$ cat src/rtl/ram_arb.sv
// ram_arb: serializes writer, reader and host accesses onto the single-port frame RAM,
// fixed priority writer > reader > host with host anti-starvation and writer-late flag.
module ram_arb #(
   parameter int RD_LAT      = 1,
   parameter int HST_MAXWAIT = 15,
   parameter int WR_MAXWAIT  = 6
) (
   input  logic        clk,
   input  logic        rst,
   input  logic        wr_req,
   output logic        wr_ack,
   input  logic [12:0] wr_addr,
   input  logic [7:0]  wr_data,
   input  logic        rd_req,
   output logic        rd_ack,
   input  logic [12:0] rd_addr,
   output logic [7:0]  rd_data,
   input  logic        hst_req,
   input  logic        hst_we,
   output logic        hst_ack,
   input  logic [12:0] hst_addr,
   input  logic [7:0]  hst_wdata,
   output logic [7:0]  hst_rdata,
   output logic        ram_ce,
   output logic        ram_we,
   output logic [12:0] ram_addr,
   output logic [7:0]  ram_wdata,
   input  logic [7:0]  ram_rdata,
   input  logic        err_clr,
   output logic        err_wr_late
);
   localparam logic [1:0] IDLE = 2'd0, ACC = 2'd1, RWAIT = 2'd2, RDONE = 2'd3;
   localparam logic [1:0] G_WR = 2'd0, G_RD = 2'd1, G_HST = 2'd2;
   logic [1:0]  r_state, r_gnt, r_lat;
   logic [3:0]  r_hst_cnt, r_wr_cnt;
   logic [1:0]  w_next, w_gnt;
   logic [12:0] w_addr;
   logic [7:0]  w_wdata;
   logic        w_idle, w_sel, w_we, w_rdone, w_wr_wait, w_hst_wait, w_wr_set;
   always_comb begin
      w_idle     = r_state == IDLE;
      w_sel      = w_idle && (wr_req || rd_req || hst_req);
      w_gnt      = (hst_req && r_hst_cnt == 4'(HST_MAXWAIT)) ? G_HST : wr_req ? G_WR : rd_req ? G_RD : G_HST;
      w_we       = w_gnt == G_WR || (w_gnt == G_HST && hst_we);
      w_addr     = w_gnt == G_WR ? wr_addr : w_gnt == G_RD ? rd_addr : hst_addr;
      w_wdata    = w_gnt == G_WR ? wr_data : hst_wdata;
      w_rdone    = r_state == RWAIT && r_lat == 2'd0;
      // a requester being served, or granted right now, is not waiting
      w_wr_wait  = wr_req && !((!w_idle && r_gnt == G_WR) || (w_sel && w_gnt == G_WR));
      w_hst_wait = hst_req && !((!w_idle && r_gnt == G_HST) || (w_sel && w_gnt == G_HST));
      w_wr_set   = w_wr_wait && r_wr_cnt >= 4'(WR_MAXWAIT - 1);
      w_next     = w_idle ? (w_sel ? ACC : IDLE) :
                   r_state == ACC ? (ram_we ? IDLE : RWAIT) :
                   r_state == RWAIT ? (w_rdone ? RDONE : RWAIT) : IDLE;
   end
   always_ff @(posedge clk) begin
      if (rst) begin
         r_state     <= IDLE;
         r_gnt       <= G_WR;
         r_lat       <= 2'd0;
         r_hst_cnt   <= 4'd0;
         r_wr_cnt    <= 4'd0;
         ram_ce      <= 1'b0;
         ram_we      <= 1'b0;
         ram_addr    <= 13'd0;
         ram_wdata   <= 8'd0;
         wr_ack      <= 1'b0;
         rd_ack      <= 1'b0;
         hst_ack     <= 1'b0;
         rd_data     <= 8'd0;
         hst_rdata   <= 8'd0;
         err_wr_late <= 1'b0;
      end else begin
         r_state     <= w_next;
         r_lat       <= r_state == ACC ? 2'(RD_LAT - 1) : r_lat - 2'd1;
         ram_ce      <= w_sel;
         ram_we      <= w_sel && w_we;
         wr_ack      <= w_sel && w_gnt == G_WR;
         rd_ack      <= w_rdone && r_gnt == G_RD;
         hst_ack     <= (w_sel && w_we && w_gnt == G_HST) || (w_rdone && r_gnt == G_HST);
         r_hst_cnt   <= w_hst_wait ? (r_hst_cnt == 4'(HST_MAXWAIT) ? r_hst_cnt : r_hst_cnt + 4'd1) : 4'd0;
         r_wr_cnt    <= w_wr_wait ? (r_wr_cnt == 4'(WR_MAXWAIT) ? r_wr_cnt : r_wr_cnt + 4'd1) : 4'd0;
         err_wr_late <= w_wr_set || (err_wr_late && !err_clr);
         if (w_sel) begin
            r_gnt    <= w_gnt;
            ram_addr <= w_addr;
            if (w_we)
               ram_wdata <= w_wdata;
         end
         if (w_rdone && r_gnt == G_RD)
            rd_data <= ram_rdata;
         if (w_rdone && r_gnt == G_HST)
            hst_rdata <= ram_rdata;
      end
   end
endmodule
$ cat config.mk
export PLATFORM = sky130hd
export DESIGN_NAME = ram_arb
export DESIGN_NICKNAME = d
export VERILOG_FILES = /design/src/rtl/ram_arb.sv
export SDC_FILE = /design/constraint.sdc
export NUM_CORES = 1
export LEC_CHECK = 0
export BUFFER_PORTS_ARGS = -buffer_cell sky130_fd_sc_hd__buf_2
export CAP_MARGIN = 15
export CORE_MARGIN = 4
export CORE_UTILIZATION = 40
export CTS_BUF_LIST = sky130_fd_sc_hd__clkbuf_2 sky130_fd_sc_hd__clkbuf_4 sky130_fd_sc_hd__clkbuf_8
export CTS_CLUSTER_SIZE = 25
export DETAILED_ROUTE_END_ITERATION = 10
export PLACE_DENSITY_LB_ADDON = 0.1
export SYNTH_ARGS = -nofsm -noshare
export SYNTH_HDL_FRONTEND = slang
export SYNTH_SLANG_ARGS = --single-unit
$ cat constraint.sdc
create_clock -name clk -period 1.8 [get_ports clk]
set_input_delay 0.09 -clock clk [delete_from_list [all_inputs] [get_ports clk]]
set_output_delay 0.09 -clock clk [all_outputs]
set_load 0.05 [all_outputs]
==> summary.md <==
| Metric | Value |
|---|---|
| Transition time at the pin with the least slew margin | `1.046 ns` |
| Launch point of the worst reg-to-reg path | `r_hst_cnt[0]$_SDFFE_PP0P_` |
| Fraction of layout instances using a drive strength above 1 | `35.65%` |
| Worst-case vdd ir drop | `0.5714 mV` |
| Number of synthesized flops with an enable pin | `0` |
| Clk Tree Root Cell | `clkbuf_8` |
| Largest net degree at the start of global routing | `31` |
| Worst Hold Launch | `ram_rdata[4]` |
| Placeable core region | `6422 um2` |
| Final count of negative-setup-slack endpoints | `0` |
| Clock buffer depth | `2` |
| Die width | `89.70 um` |
| Port-buffer cells | `112` |
| Leading area contributor after synthesis | `dfxtp_1` |
| Count of pins on the block boundary | `113` |
| Number of placed instances with taps included | `473` |
| Global router's overall resource usage | `17.42%` |
| Status | `complete, no violations` |
| Startpoint class of the critical path | `flip-flop` |
| Worst Skew | `0.01362 ns` |
| Post-synth ARST share | `0%` |
| First-pass GRT wire length | `11720 um` |
| Endpoint of the worst hold path | `hst_rdata[4]$_SDFFE_PP0P_` |
| Max Fclk | `589.5 MHz` |
| Number of cells produced by synthesis | `297` |
| Layout overhead on the synthesized area | `34.91%` |
| Layout Nets | `489` |
| Fin Setup TNS | `0 ns` |
| Worst reg-to-reg path cell count | `5` |
| Most used DFF post-synth | `dfxtp_1` |
| Total routed wirelength | `6951 um` |
| Most instantiated library cell after synthesis | `dfxtp_1` |
| Count of nets left with antenna violations after detail routing | `0` |
| Reg clk slew, reported paths | `0.07 ns` |
| Placer's final routability congestion estimate | `0.7906` |
| Wirelength per Cell | `14.04 um` |
| Vias in the first global route | `2468` |
| Gr ovfl total | `0` |
| Via-per-instance ratio | `5.158` |
| Count of unique library cells instantiated by Yosys | `39` |
| Top cells by area, synth | `dfxtp_1, mux2i_1, nor2_1` |
| Power density over cell area | `1022 nW/um2` |
| Post-synthesis instance area | `2670 um2` |
| Number of hold-slack violations in the final timing report | `0` |
| Worst Path Class, Setup | `reg -> reg` |
| Final critical-path setup slack | `0.1036 ns` |
| Die Footprint | `8046 um2` |
| Total number of clock tree sinks | `57` |
| First-pass iteration count of the detailed router | `4` |
| Worst slew margin relative to its limit | `29.82%` |
| DP HPWL | `4877 um` |
| Detailed-route via count | `2553` |
| Final Max Slew Viols | `0` |
| Shortest clock period the worst path allows after layout | `1.696 ns` |
| Later-pin clock latency in the skew report | `0.33 ns` |
| Count of max-cap constraint violations | `0` |
| Period Utilization, post-route | `94.24%` |
| Worst-case register-to-register setup slack | `0.10 ns` |
| Non-Filler Instances | `495` |
| Post-CTS setup buffer count | `0` |
| TritonCTS clock tree | `yes` |
| Ys Warns | `0` |
| Hold path depth | `3` |
| Antenna diode count | `0` |
| Initial antenna violation count | `0` |
| Vertical die dimension | `89.70 um` |
| Worst slack on hold paths | `0.01255 ns` |
| Endpoint of the lowest-slack register-to-register path | `ram_wdata[5]$_SDFFE_PP0P_` |
| Maximum fanout along the worst path | `14` |
| Depth of the CTS H-tree | `3` |
| Leakage power | `1.660 nW` |
| Data required time of the worst path | `2.02 ns` |
| Min-delay worst type | `in -> reg` |
| Initial Util | `41.57%` |
| Number of remaining DRC errors | `0` |
| Sequential fraction of the synthesis area | `42.74%` |
| CP endpoint kind | `flip-flop` |
| FF+latch count, synth | `57` |
| # rows | `29` |
| Number of CTS-inserted buffers | `9` |
| Post-placement setup slack | `-0.02696 ns` |
| Average cell area after synthesis | `8.990 um2` |
| First-iteration detailed-routing DRC count | `106` |
| Setup repair after global routing missed its margin | `no` |
| Top post-synthesis cells by count | `dfxtp_1, nor2_1, mux2i_1, nand3_1, nand2b_1` |
| Top-area cell type share of the netlist area | `42.74%` |
| Nets in the synthesized netlist | `373` |
| Arrival time at the worst endpoint | `1.92 ns` |
placed cells by master, fill, tap and decap left out, types with 13 or more instances in the layout:
master,instances
buf_2,112
dfxtp_1,57
nor2_1,46
mux2i_1,18
nand3_1,17
nand2b_1,16
a21oi_1,14
a211oi_1,13
critical path, stage by stage (launching register included):
cell and delay (ns):
dfxtp_1 0.44, ha_4 0.21, nand4_4 0.14, and2_4 0.25, o21a_2 0.29, o221a_1 0.25
flip-flops by register name (all words and copies together), names as in the netlist:
name,cells
ram_wdata,8
r_state,2
hst_rdata,8
err_wr_late,1
ram_ce,1
ram_addr,13
r_hst_cnt,4
wr_ack,1
rd_ack,1
hst_ack,1
r_gnt,2
ram_we,1
rd_data,8
r_lat,2
r_wr_cnt,4
kinds of logic after synthesis:
logic type      Yosys count  share of synthesized area (%)
simple gates            106                          20.15
compound gates           72                          20.71
flops                    57                          42.74
buf+inv                  36                          6.186
mux                      18                          6.748
fa+ha+maj                 6                          2.812
xor+xnor                  2                         0.6562
worst max-delay path by stage:
stage,slack [ns],cells past startpoint,end,start
2_1_floorplan,0.07,7,ram_wdata[0]$_SDFFE_PP0P_,r_hst_cnt[0]$_SDFFE_PP0P_
3_3_place_gp,0.04,5,ram_wdata[6]$_SDFFE_PP0P_,r_hst_cnt[0]$_SDFFE_PP0P_
3_5_place_dp,-0.03,5,ram_wdata[3]$_SDFFE_PP0P_,r_hst_cnt[0]$_SDFFE_PP0P_
4_1_cts,0.02,5,ram_wdata[5]$_SDFFE_PP0P_,r_hst_cnt[0]$_SDFFE_PP0P_
5_1_grt,0.02,5,ram_wdata[6]$_SDFFE_PP0P_,r_hst_cnt[0]$_SDFFE_PP0P_
6_report,0.10,5,ram_wdata[5]$_SDFFE_PP0P_,r_hst_cnt[0]$_SDFFE_PP0P_
per-stage QoR:
stage          power (mW)  cell area [um2]  utilization (%)
2_1_floorplan       2.111             2670                -
3_3_place_gp        2.356             3299            51.37
3_5_place_dp        2.359             3299            51.37
4_1_cts             3.724             3588            55.87
5_1_grt             3.868             3602            56.09
6_report            3.682             3602            56.09
where the power goes:
part	switching (mW)	total [mW]	internal [mW]	leakage, nW
Combinational	0.602	0.908	0.306	1.08
Sequential	0.0620	1.43	1.37	0.467
Clock	0.550	1.34	0.790	0.110
Total	1.21	3.68	2.47	1.66
routing by layer:
layer / vias to the layer above / share of wire [%] / global-route usage (%)
li1: 1291 / - / -
met1: 1139 / 47 / 22.77
met2: 115 / 43 / 26.69
met3: 8 / 8.7 / 5.843
met4: 0 / 1.1 / 6.513
met5: - / 0 / 0
final cells by class:
cell class                 instances  area [um2]
clock buffer                       9       123.9
clock inverter                     7       102.6
fill                             588        2820
inverter                          12       45.04
multi-input combinational        204        1390
sequential                        57        1141
tap                               77       96.34
timing repair buffer             129       703.2
repair_timing:
action                                  4_1_cts  5_1_grt
resized for setup                             1        3
endpoints found under the setup margin        8       22
hold buffers                                  6        0
hold endpoints to repair                     11        0
No activity file was read; power rests on OpenSTA's default activity.
